### config.mk
export PLATFORM = sky130hd
export DESIGN_NAME = flash_rom_frontend_flat
export DESIGN_NICKNAME = d
export VERILOG_FILES = /design/src/rtl/flash_rom_frontend_pkg.sv /design/src/rtl/flash_rom_frontend_if.sv /design/src/rtl/flash_rom_frontend.sv /design/src/flat_wrapper.sv
export SDC_FILE = /design/constraint.sdc
export NUM_CORES = 1
export LEC_CHECK = 0
export CAP_MARGIN = 10
export CORE_MARGIN = 4
export CORE_UTILIZATION = 45
export CTS_BUF_LIST = sky130_fd_sc_hd__clkbuf_16
export DETAILED_ROUTE_END_ITERATION = 10
export HOLD_SLACK_MARGIN = 0.05
export PLACE_DENSITY = 0.69
export SLEW_MARGIN = 25
export SYNTH_ARGS = -nofsm -noshare
export SYNTH_HDL_FRONTEND = slang
export SYNTH_SLANG_ARGS = --single-unit
### constraint.sdc
create_clock -name clk -period 3 [get_ports clk]
set_clock_uncertainty 0.1 [all_clocks]
set_input_delay 0.9 -clock clk [delete_from_list [all_inputs] [get_ports clk]]
set_output_delay 0.9 -clock clk [all_outputs]
set_load 0.005 [all_outputs]
### src/rtl/flash_rom_frontend_pkg.sv
// Shared types and widths for the flash-backed ROM front end.
// Holds the word-address width and the flash request FSM state encoding.
package flash_rom_frontend_pkg;

  localparam int ADDR_W = 22;
  localparam int DATA_W = 16;

  typedef enum logic [1:0] {
    IDLE      = 2'd0,
    ISSUE     = 2'd1,
    WAIT_BUSY = 2'd2,
    WAIT_DONE = 2'd3
  } fsm_state_t;

endpackage

### src/rtl/flash_rom_frontend_if.sv
// Bus bundles for the ROM requester side and the flash controller side.
// rom: single-cycle rom_req strobe, answered by exactly one single-cycle rom_ack.
interface rom_bus_if;
  import flash_rom_frontend_pkg::*;

  logic              rom_req;
  logic [ADDR_W-1:0] rom_addr;
  logic [DATA_W-1:0] rom_dout;
  logic              rom_ack;

  modport master (output rom_req, rom_addr, input  rom_dout, rom_ack);
  modport slave  (input  rom_req, rom_addr, output rom_dout, rom_ack);
endinterface

// flash: flash_cs is edge-detected; flash_addr holds until flash_busy falls, then flash_dout is valid.
interface flash_bus_if;
  import flash_rom_frontend_pkg::*;

  logic              flash_ready;
  logic              flash_busy;
  logic              flash_cs;
  logic [ADDR_W-1:0] flash_addr;
  logic [DATA_W-1:0] flash_dout;

  modport master (output flash_cs, flash_addr, input  flash_ready, flash_busy, flash_dout);
  modport slave  (input  flash_cs, flash_addr, output flash_ready, flash_busy, flash_dout);
endinterface

### src/rtl/flash_rom_frontend.sv
// One-entry read buffer in front of a slow flash controller, with optional
// sequential next-word prefetch and demand promotion of an in-flight prefetch.
module flash_rom_frontend
  import flash_rom_frontend_pkg::*;
#(
  parameter bit PREFETCH_EN = 1'b1
) (
  input  logic       clk,
  input  logic       resetn,
  rom_bus_if.slave   rom,
  flash_bus_if.master flash,
  output fsm_state_t o_dbg_state
);

  fsm_state_t        r_state, w_next;
  logic              r_fetch_is_demand;
  logic [ADDR_W-1:0] r_flash_addr;
  logic              r_buf_valid;
  logic [ADDR_W-1:0] r_buf_addr;
  logic [DATA_W-1:0] r_buf_data;
  logic [DATA_W-1:0] r_dout;
  logic              r_ack;
  logic              r_dem_valid;   // a demand is outstanding (pending or in flight)
  logic              r_dem_issued;
  logic [ADDR_W-1:0] r_dem_addr;
  logic              r_pf_pend;
  logic [ADDR_W-1:0] r_pf_addr;

  logic w_ready, w_busy, w_dem_pend, w_start, w_done, w_done_dem;
  logic w_accept, w_hit, w_promote, w_miss;

  assign w_ready    = flash.flash_ready;
  assign w_busy     = flash.flash_busy;
  assign w_dem_pend = r_dem_valid & ~r_dem_issued;
  assign w_start    = (r_state == IDLE) & w_ready & ~w_busy & (w_dem_pend | r_pf_pend);
  assign w_done     = (r_state == WAIT_DONE) & w_ready & ~w_busy;

  // Requests arriving while a demand is outstanding are dropped on the floor.
  assign w_accept   = rom.rom_req & ~r_dem_valid;
  assign w_hit      = w_accept & r_buf_valid & w_ready & (rom.rom_addr == r_buf_addr);
  assign w_promote  = w_accept & ~w_hit & w_ready & (r_state != IDLE) & ~r_fetch_is_demand
                    & (rom.rom_addr == r_flash_addr);
  assign w_miss     = w_accept & ~w_hit & ~w_promote;
  assign w_done_dem = w_done & (r_fetch_is_demand | w_promote);

  always_ff @(posedge clk or negedge resetn) begin
    if (!resetn) r_state <= IDLE;
    else         r_state <= w_next;
  end

  always_comb begin
    w_next = r_state;
    unique case (r_state)
      IDLE:      if (w_start) w_next = ISSUE;
      ISSUE:     w_next = WAIT_BUSY;
      WAIT_BUSY: if (w_busy) w_next = WAIT_DONE;
      WAIT_DONE: if (!w_busy) w_next = IDLE;
      default:   w_next = IDLE;
    endcase
    if (!w_ready) w_next = IDLE;
  end

  always_ff @(posedge clk or negedge resetn) begin
    if (!resetn) begin
      r_fetch_is_demand <= 1'b0;
      r_flash_addr      <= '0;
      r_buf_valid       <= 1'b0;
      r_buf_addr        <= '0;
      r_buf_data        <= '0;
      r_dout            <= '0;
      r_ack             <= 1'b0;
      r_dem_valid       <= 1'b0;
      r_dem_issued      <= 1'b0;
      r_dem_addr        <= '0;
      r_pf_pend         <= 1'b0;
      r_pf_addr         <= '0;
    end else begin
      r_ack <= 1'b0;

      if (w_start) begin
        r_flash_addr      <= w_dem_pend ? r_dem_addr : r_pf_addr;
        r_fetch_is_demand <= w_dem_pend;
        if (w_dem_pend) r_dem_issued <= 1'b1;
        else            r_pf_pend    <= 1'b0;
      end

      if (w_done) begin
        r_buf_valid <= 1'b1;
        r_buf_addr  <= r_flash_addr;
        r_buf_data  <= flash.flash_dout;
        if (w_done_dem) begin
          r_ack       <= 1'b1;
          r_dout      <= flash.flash_dout;
          r_dem_valid <= 1'b0;
          if (PREFETCH_EN) begin
            r_pf_pend <= 1'b1;
            r_pf_addr <= r_flash_addr + ADDR_W'(1);
          end
        end else if (r_pf_pend && (r_pf_addr == r_flash_addr)) begin
          r_pf_pend <= 1'b0;
        end
      end

      if (w_hit) begin
        r_ack  <= 1'b1;
        r_dout <= r_buf_data;
        if (PREFETCH_EN) begin
          r_pf_pend <= 1'b1;
          r_pf_addr <= rom.rom_addr + ADDR_W'(1);
        end
      end

      // Promotion in the completion cycle is already handled as a demand completion above.
      if (w_promote && !w_done) begin
        r_fetch_is_demand <= 1'b1;
        r_dem_valid       <= 1'b1;
        r_dem_issued      <= 1'b1;
        r_dem_addr        <= rom.rom_addr;
        r_pf_pend         <= 1'b0;
      end

      if (w_miss) begin
        r_dem_valid  <= 1'b1;
        r_dem_issued <= 1'b0;
        r_dem_addr   <= rom.rom_addr;
        r_pf_pend    <= 1'b0;
      end

      // Losing the controller invalidates the buffer; an in-flight demand goes back to pending.
      if (!w_ready) begin
        r_buf_valid <= 1'b0;
        if ((r_state != IDLE) && r_fetch_is_demand) r_dem_issued <= 1'b0;
      end
    end
  end

  assign rom.rom_dout     = r_dout;
  assign rom.rom_ack      = r_ack;
  assign flash.flash_cs   = (r_state == ISSUE);
  assign flash.flash_addr = r_flash_addr;
  assign o_dbg_state      = r_state;

endmodule

### src/flat_wrapper.sv
// flat-port wrapper written by rule: the top's interface ports become plain ports
module flash_rom_frontend_flat import flash_rom_frontend_pkg::*;
#(
  parameter bit PREFETCH_EN = 1'b1
)
  (clk, resetn, o_dbg_state, rom_rom_req, rom_rom_addr, rom_rom_dout, rom_rom_ack, flash_flash_cs, flash_flash_addr, flash_flash_ready, flash_flash_busy, flash_flash_dout);
  rom_bus_if rom_i ();
  flash_bus_if flash_i ();
  input  logic clk;
  input  logic resetn;
  output fsm_state_t o_dbg_state;
  input wire logic [$bits(rom_i.rom_req)-1:0] rom_rom_req;
  input wire logic [$bits(rom_i.rom_addr)-1:0] rom_rom_addr;
  output wire logic [$bits(rom_i.rom_dout)-1:0] rom_rom_dout;
  output wire logic [$bits(rom_i.rom_ack)-1:0] rom_rom_ack;
  output wire logic [$bits(flash_i.flash_cs)-1:0] flash_flash_cs;
  output wire logic [$bits(flash_i.flash_addr)-1:0] flash_flash_addr;
  input wire logic [$bits(flash_i.flash_ready)-1:0] flash_flash_ready;
  input wire logic [$bits(flash_i.flash_busy)-1:0] flash_flash_busy;
  input wire logic [$bits(flash_i.flash_dout)-1:0] flash_flash_dout;
  assign rom_i.rom_req = rom_rom_req;
  assign rom_i.rom_addr = rom_rom_addr;
  assign rom_rom_dout = rom_i.rom_dout;
  assign rom_rom_ack = rom_i.rom_ack;
  assign flash_flash_cs = flash_i.flash_cs;
  assign flash_flash_addr = flash_i.flash_addr;
  assign flash_i.flash_ready = flash_flash_ready;
  assign flash_i.flash_busy = flash_flash_busy;
  assign flash_i.flash_dout = flash_flash_dout;
  flash_rom_frontend #(.PREFETCH_EN(PREFETCH_EN)) u_core (.clk(clk), .resetn(resetn), .rom(rom_i), .flash(flash_i), .o_dbg_state(o_dbg_state));
endmodule
==> flow_summary_export.csv <==
group,metric,value,unit
place,dp_hpwl,14300,um
cells_and_area,register_area,3200,sq um
global_route,use_met3,6.31,%
global_route,grt_first_pass_wirelength,33000,um
cells_and_area,mostFrequentLayoutCells,"nand2_1 (151), dfrtp_1 (128), buf_4 (101)",
yosys,ys_types,47,
floorplanning,die_y,133,um
cells_and_area,stdcell_count,1127,
worst_setup_path,arrival,3.24,ns
detailed_routing,via_per_inst,5.37,
global_route,grt_max_degree,50,
clock_network,cts-hold-fix-buffers,0,
cells_and_area,num-fill-cells,1203,
detailed_routing,ant_nets,0,
detailed_routing,drt-initial-drc-count,462,
clock_network,clock_latency,0.42,ns
place,dpl_cell_area,8700,sq um
cells_and_area,n_antenna_cell,0,
global_route,gr-usage-met2,38.2,%
clock_network,cts_buffers,17,
floorplanning,initial_core_util,46.2,%
cells_and_area,drive_above_1_share,27.4,%
yosys,avgSynthCellArea,9.51,sq um
detailed_routing,drc,0,
clock_network,htreeDepth,4,
power,power.switching,2.79,mW
power,power_frac_comb,39.5,%
timing,max_freq,0.328,GHz
global_route,grt-busiest-layer,"met2",
min_path,hold_path_class,"in -> async",
global_route,grt_pass1_vias,6175,
run,cap_violations,0,
worst_setup_path,cp-end-kind,"flip-flop",
floorplanning,ios,85,
power,power_leakage,4.53,nW
timing,post-route-period-util,101,%
yosys,syn_area,7080,sq um
timing,setup_ws,-0.0450,ns
cells_and_area,area_growth,39.9,%
cells_and_area,final_area,9900,sq um
timing,maxSlewHeadroom,61.5,%
global_route,track_usage,23.5,%
detailed_routing,wirelength,21100,um
power,vdd_drop_max,0.000569,V
yosys,synthArstFlopShare,100,%
global_route,grt_util_met1,30.9,%
clock_network,path_clk_slew,0.06,ns
clock_network,clock_sinks,128,
cells_and_area,final_nets,952,
power,swShare,34.2,%
floorplanning,die_w,133,um
worst_setup_path,reg2reg_slack,0.09,ns
global_route,grt_overflow,0,
timing,maxSlewViolCount,0,
timing,rsz0062_at_grt,"true",
yosys,synth_seq_area_share,45.2,%
yosys,ys_warn_count,0,
place,place.gp.congestion,0.938,
clock_network,cts-root-buf,"clkbuf_16",
yosys,synth_edf_count,0,
power,seqPwrFrac,34.5,%
power,power_per_cell_area,824,nW/um^2
power,p_int,5.38,mW
worst_setup_path,worst_setup_path_start_kind,"primary input",
yosys,synth_cells,745,
floorplanning,core_area,15300,sq um
outcome,outcome,"finished with violations",
power,pwr-share-clk,26.0,%
outcome,violations,"setup timing",
worst_setup_path,worstPathRequired,3.20,ns
clock_network,max-clock-path-buffers,2,
global_route,antenna_found_initial,0,
timing,finalSetupViolCount,5,
cells_and_area,multi_input_area,3960,sq um
worst_setup_path,path_class,"in -> reg",
timing,period_needed,3.04,ns
cells_and_area,final_common_cell,"nand2_1",
floorplanning,dieArea,17800,sq um
place,dp.cells,1067,
place,portBuffers,84,
detailed_routing,first_pass_iters,5,
detailed_routing,wl_per_cell,18.7,um
timing,hold_viol,0,
yosys,synth_flop_cell,"dfrtp_1",
floorplanning,rows,45,
yosys,syn-num-nets,794,
timing,worst_pin_slew,0.577,ns
worst_setup_path,cp_max_fo,3,
detailed_routing,vias,6056,
clock_network,tritoncts,"yes",
yosys,ys_ff_latch,128,
[power groups by stage]
stage,combinational [mW],clock (mW),sequential (mW)
finish,3.22,2.13,2.81
CTS,3.09,2.17,2.77
floorplan,1.80,0,2.65
detailed placement,3.02,0,2.78
global placement,2.96,0,2.75
global route,3.50,2.24,2.88
[worst max-delay path: stages]
cell     delay, ns
buf_2         0.12
xor2_2        0.14
nor4_2        0.27
buf_4         0.17
nand4_1       0.12
buf_4         0.18
nor2_4        0.14
nand2_2       0.07
nand2_2       0.08
ha_4          0.17
nand3_4       0.10
nor2_4        0.12
and3_4        0.22
nand3_2       0.07
xnor2_1       0.13
mux2i_1       0.13
mux2i_1       0.09
[metrics by stage]
step | setup TNS (ns) | hold WS [ns] | util, % | worst slack [ns] | total power, mW
2_1_floorplan | -2.14 | 0.336 | - | -0.361 | 4.45
3_3_place_gp | -46.22 | 0.358 | 56.8 | -0.864 | 5.70
3_5_place_dp | -50.27 | 0.363 | 56.8 | -0.971 | 5.80
4_1_cts | -0.157 | 0.377 | 62.0 | -0.0617 | 8.03
5_1_grt | -1.42 | 0.407 | 64.7 | -0.173 | 8.62
6_report | -0.175 | 0.377 | 64.7 | -0.0450 | 8.17
[routing by layer]
layer	vias up	share of wire, %
li1	2795	-
met1	3000	41
met2	213	50
met3	48	6.5
met4	0	2.5
met5	-	0
[cells in the mapped netlist, types with 2 or more instances]
cell	n	area, sq um
and4_1	3	26.3
a21oi_1	20	100
buf_6	6	67.6
xor2_1	43	377
inv_1	11	41.3
or3_1	2	12.5
nor3_1	6	30.0
nand4_1	18	113
xnor2_1	56	490
nor4_2	2	25.0
mux2_2	23	259
a211oi_1	3	22.5
nor2_1	40	150
buf_2	5	25.0
buf_4	5	37.5
ha_1	6	75.1
dfrtp_1	128	3200
nand3_1	19	95.1
nor4_1	8	50.1
and2_1	2	12.5
o21ai_0	29	145
nand2_1	158	593
and3_1	6	37.5
clkbuf_1	49	184
a221oi_1	2	17.5
a31oi_1	2	12.5
mux2i_1	70	701
nor2b_1	4	25.0
[layout make-up]
type	count	share of cell area [%]
clock buffer	17	4.30
clock inverter	15	1.78
inverter	11	0.417
multi-input combinational	540	40.0
sequential	128	32.3
tap	211	2.67
timing repair buffer	205	18.5
[worst paths after layout]
check,startpoint,endpoint,cells past startpoint
min reg2reg,u_core.r_buf_data[7]$_DFFE_PN0P_,u_core.r_buf_data[7]$_DFFE_PN0P_,2
min,resetn,u_core.flash.flash_addr[15]$_DFFE_PN0P_,1
max,rom_rom_addr[18],u_core.r_pf_addr[20]$_DFFE_PN0P_,17
max reg2reg,u_core.o_dbg_state[1]$_DFFE_PN0P_,u_core.r_dem_addr[4]$_DFFE_PN0P_,9
max in group asynchronous,resetn,u_core.r_buf_addr[4]$_DFFE_PN0P_,2
min in group clk,u_core.r_buf_data[7]$_DFFE_PN0P_,u_core.r_buf_data[7]$_DFFE_PN0P_,2
[registers in the layout, summed over array words and instances, names as in the netlist]
signal and count:
u_core.r_pf_addr 22, u_core.r_pf_pend 1, u_core.r_buf_valid 1, u_core.o_dbg_state 2
u_core.r_buf_addr 22, u_core.r_fetch_is_demand 1, u_core.r_buf_data 16, u_core.rom.rom_dout 16
u_core.flash.flash_addr 22, u_core.r_dem_addr 22, u_core.r_dem_valid 1, u_core.r_dem_issued 1
u_core.rom.rom_ack 1
[repair_timing]
action,in CTS,in global routing
endpoints found under the setup margin,64,61
pin swaps,30,36
setup buffers,9,21
resized for setup,86,66
gates cloned,0,1
[cell families (layout without fill, tap and decap cells)]
logic type	after synthesis	in the layout	synth area share [%]
DFF	128	128	45.2
and+or+nand+nor	273	273	17.0
adders and majority gates	6	6	1.06
buffers and inverters	77	248	5.23
AOI/OAI and AO/OA	68	68	5.55
xor gates and xnor gates	99	99	12.2
muxes	94	94	13.7
Power figures use the tool's default switching activity.
